==> src/rtl/csc_fifo_arbiter.sv <==
// Round-robin, burst-locked arbiter sharing one CSC write path among NUM_REQ FIFOs.
// Latency: 1 cycle to grant, then combinational pass-through at 1 word/cycle.
// Backpressure: out_ready passes straight to the granted requester; others see ready=0.
module csc_fifo_arbiter #(
    parameter int DATA_WIDTH = 8,
    parameter int NUM_REQ    = 4,
    parameter int MAX_BURST  = 16,
    localparam int SRC_W     = (NUM_REQ > 1) ? $clog2(NUM_REQ) : 1,
    localparam int CNT_W     = 8
) (
    input  logic                          clock,
    input  logic                          reset,
    input  logic [NUM_REQ-1:0]            req_valid,
    input  logic [NUM_REQ*DATA_WIDTH-1:0] req_data,
    input  logic [NUM_REQ-1:0]            req_last,
    output logic [NUM_REQ-1:0]            req_ready,
    output logic                          out_valid,
    output logic [DATA_WIDTH-1:0]         out_data,
    output logic                          out_last,
    input  logic                          out_ready,
    output logic [SRC_W-1:0]              out_src,
    output logic [CNT_W-1:0]              burst_cnt
);

    typedef enum logic {
        ST_IDLE   = 1'b0,
        ST_LOCKED = 1'b1
    } state_t;

    state_t                r_state;
    logic [SRC_W-1:0]      r_grant;
    logic [SRC_W-1:0]      r_rr_ptr;
    logic [CNT_W-1:0]      r_burst_cnt;

    logic [DATA_WIDTH-1:0] w_data [NUM_REQ];
    logic                  w_hit;
    logic [SRC_W-1:0]      w_pick;
    logic [SRC_W-1:0]      w_scan_idx;
    logic                  w_cap;
    logic                  w_xfer;

    // Slice the flat data bus into one word per requester.
    for (genvar gi = 0; gi < NUM_REQ; gi++) begin : g_unpack
        assign w_data[gi] = req_data[gi*DATA_WIDTH +: DATA_WIDTH];
    end

    // Round-robin scan: first valid requester after rr_ptr, wrapping modulo NUM_REQ.
    always_comb begin
        w_hit      = 1'b0;
        w_pick     = '0;
        w_scan_idx = '0;
        for (int k = 1; k <= NUM_REQ; k++) begin
            w_scan_idx = SRC_W'((int'(r_rr_ptr) + k) % NUM_REQ);
            if (!w_hit && req_valid[w_scan_idx]) begin
                w_hit  = 1'b1;
                w_pick = w_scan_idx;
            end
        end
    end

    // Pass-through of the granted requester while locked; everything quiet in IDLE.
    always_comb begin
        req_ready = '0;
        out_valid = 1'b0;
        out_data  = '0;
        out_last  = 1'b0;
        w_cap     = (r_burst_cnt == CNT_W'(MAX_BURST - 1));
        if (r_state == ST_LOCKED) begin
            out_valid          = req_valid[r_grant];
            out_data           = w_data[r_grant];
            out_last           = req_last[r_grant] | w_cap;
            req_ready[r_grant] = out_ready;
        end
    end

    assign w_xfer    = out_valid & out_ready;
    assign out_src   = r_grant;
    assign burst_cnt = r_burst_cnt;

    // Grant FSM: lock on a scan hit, count transfers, release on end of column or burst cap.
    always_ff @(posedge clock) begin
        if (reset) begin
            r_state     <= ST_IDLE;
            r_rr_ptr    <= SRC_W'(NUM_REQ - 1);
            r_grant     <= '0;
            r_burst_cnt <= '0;
        end else begin
            case (r_state)
                ST_IDLE: begin
                    if (w_hit) begin
                        r_grant     <= w_pick;
                        r_burst_cnt <= '0;
                        r_state     <= ST_LOCKED;
                    end
                end
                ST_LOCKED: begin
                    if (w_xfer) begin
                        r_burst_cnt <= r_burst_cnt + CNT_W'(1);
                        if (out_last) begin
                            r_state  <= ST_IDLE;
                            r_rr_ptr <= r_grant;
                        end
                    end
                end
                default: r_state <= ST_IDLE;
            endcase
        end
    end

endmodule

==> config.mk <==
export PLATFORM = sky130hd
export DESIGN_NAME = csc_fifo_arbiter
export DESIGN_NICKNAME = d
export VERILOG_FILES = /design/src/rtl/csc_fifo_arbiter.sv
export SDC_FILE = /design/constraint.sdc
export NUM_CORES = 1
export LEC_CHECK = 0
export ABC_CLOCK_PERIOD_IN_PS = 2800
export CAP_MARGIN = 20
export CORE_MARGIN = 10
export CORE_UTILIZATION = 39
export DETAILED_ROUTE_END_ITERATION = 10
export MAX_ROUTING_LAYER = met4
export PLACE_DENSITY = 0.95
export RECOVER_POWER = 25
export SETUP_SLACK_MARGIN = 0.5
export SLEW_MARGIN = 20
export SYNTH_ARGS = -nofsm -noshare
export SYNTH_HDL_FRONTEND = slang
export SYNTH_SLANG_ARGS = --single-unit
==> constraint.sdc <==
create_clock -name clock -period 2.8 [get_ports clock]
set_input_delay 0.42 -clock clock [delete_from_list [all_inputs] [get_ports clock]]
set_output_delay 0.42 -clock clock [all_outputs]
set_load 0.01 [all_outputs]
==> results.toml <==
[clocking]
cts-buffers-inserted = 3
max-clock-path-buffers = 2
cts.clk_slew.worst_paths_ps = 80
htreeDepth = 1
cts_tree = "done"
clk_latency_ps = 290
post_cts_buffers = 0
cts.sinks = 13
cts_root_buf = "clkbuf_4"

[layout]
layout.cells.non_filler = 219
nets = 234
nFillCells = 198
drive_above_1_share_pct = 17.99
syn_to_final_growth_pct = 72.20
antenna_cells = 0
seq_area_um2 = 264.0
multi_input_area_um2 = 745.7

[die]
dieArea_um2 = 5162
fp-row-count = 18
coreArea_um2 = 2522
die_w_um = 71.85
initial_core_util_pct = 41.57
io-pin-count = 67
die_h_um = 71.85

[worst_hold_path]
holdPathStages = 2
min_path_type = "flip-flop to flip-flop"
hp-start = "burst_cnt[0]"

[placed_design]
place_inst = 215
pre_cts_slack_ps = 256.4
gp_congestion = 0.8009
hpwl_mm = 3.735
port_buffers = 66

[routing]
wl_met2_mm = 2.555
drt_first_pass_iters = 4
wl_mm = 4.399
remaining_drc_errors = 0
vias_per_cell = 5.863
wl_met1_mm = 1.503
dr.max_layer_used = "met4"
drt_iter0_drc = 75
met3WireLength_um = 188
detail-route-antenna-nets = 0
wire_per_inst_um = 20.09
vias = 1284

[setup_path]
cp.required_ps = 2380
cp-end-kind = "output pin"
crit_type = "input port to output pin"
cp-startpoint = "req_valid[3]"
crit_fanout = 8
rr_startpoint = "out_src[0]"
startpoint_type = "input port"
worstPathArrival_ps = 1910
r2r_cells = 6

[power_and_ir_drop]
p_leak_nw = 0.7132
ir_worst_vdd_mv = 0.2134
p_per_area_nw_per_um2 = 317.7

[timing]
tightest_slew_ps = 760.8
tns_ps = 0
period_share_pct = 83.36
slew_violations = 0
fmax_ghz = 0.4284
hold_viol_final = 0
fin_hold_ws_ps = 510.0
grt_setup_unrepaired = "no"
relSlewSlack_pct = 48.74
fin_worst_skew_ps = 3.144
layout_setup_ws_ps = 465.9
period_minus_slack_ps = 2334
setup_violations = 0

[global_routing]
antenna_found_initial = 0
overflow = 0
grt_pass1_vias = 1317
grt_usage_pct = 16.99
grt_max_degree = 16
grt_pass1_wl_mm = 6.734

[synthesis]
synth.cells.most_frequent = "13 x dfxtp_1, 10 x and2_1, 10 x o21ai_0, 9 x a21oi_1, 9 x mux4_2"
synth_edf_count = 0
syn_nets = 162
synth_top_area_share_pct = 24.82
yosys_warnings = 0
synth_compound_area_share_pct = 19.69
synth.most_common_cell = "dfxtp_1"
synth_area_leaders = "dfxtp_1 25%, mux4_2 19%, and2_1 6.0%, o21ai_0 4.8%, a21oi_1 4.3%"
avgSynthCellArea_um2 = 8.886
synthFlopType = "dfxtp_1"
yosys.area_share.simple_pct = 26.37
synth_seq_cells = 13
async_flop_share_pct = 0
synth-xor-area-share_pct = 0
yosysTopAreaCell = "dfxtp_1"
syn_inst = 118
muxShareOfSynthArea_pct = 23.39
synth-seq-area-share_pct = 24.82
synth_area_um2 = 1049
synth_adder_area_share_pct = 1.193
synth_cell_types = 36
synth_top_family_by_area = "simple AND/OR/NAND/NOR gates"

[run]
maxCapViolations = 0

[run_status]
status = "finished, final reports clean"
metrics by stage:
stage	utilization [%]	power (mW)	instance area, um^2
2_1_floorplan	-	0.3189	1049
3_3_place_gp	70.19	0.4526	1770
3_5_place_dp	70.19	0.4629	1770
4_1_cts	71.28	0.5771	1798
5_1_grt	71.58	0.5989	1805
6_report	71.58	0.5737	1805
per-layer routing:
layer / vias to the layer above / track usage [%]
li1: 600 / -
met1: 620 / 15.14
met2: 51 / 33.04
met3: 13 / 3.719
met4: 0 / 7.527
met5: - / -
placed cells by master (no fill, tap or decap), drive strengths merged, types with 4 or more instances in the layout:
master,synthesis,routed
a21oi,9,9
and2,10,10
buf,2,6
clkbuf,3,4
clkdlybuf4s50,0,47
dfxtp,13,13
dlygate4sd2,0,10
dlygate4sd3,0,7
inv,7,7
mux4,9,9
nand2,4,4
nand3,5,5
nor2,8,8
o21ai,10,10
or3,6,6
power breakdown:
part | internal [mW] | total, mW | switching (mW)
Combinational | 0.149 | 0.243 | 0.0949
Sequential | 0.193 | 0.209 | 0.0166
Clock | 0.0555 | 0.121 | 0.0654
Total | 0.397 | 0.574 | 0.177
what timing repair did:
action                                  4_1_cts  5_1_grt
gates cloned                                  0        0
endpoints found under the setup margin       10        3
hold endpoints to repair                      0        0
gates resized for setup                      15        4
hold buffers                                  0        0
state kept, by name (all words and copies together) (netlist names):
name,flops
burst_cnt,8
out_src,2
r_rr_ptr,2
r_state,1
layout make-up:
| type | count | share of cell area [%] |
|---|---|---|
| sequential | 13 | 14.62 |
| tap | 30 | 2.079 |
| clock buffer | 4 | 1.455 |
| multi-input combinational | 93 | 41.30 |
| timing repair buffer | 72 | 39.09 |
| inverter | 7 | 1.455 |
logic make-up after synthesis:
kind of cell / after synthesis
AND/OR/NAND/NOR: 47
AO/OA/AOI/OAI: 32
multiplexers: 13
flip-flops: 13
buffers and inverters: 12
adder cells (fa/ha/maj): 1
critical path: stages:
cell	delay, ps
dlygate4sd3_1	700
mux2i_1	190
a211oi_1	290
dlygate4sd2_1	310
worst paths after layout:
check                               endpoint  slack (ps)
worst min register to register  burst_cnt[0]         510
worst min-delay path            burst_cnt[0]         510
worst max-delay path               out_valid         470
worst max register to register  burst_cnt[7]         990
Note: power is estimated with default switching activity, not from simulation.
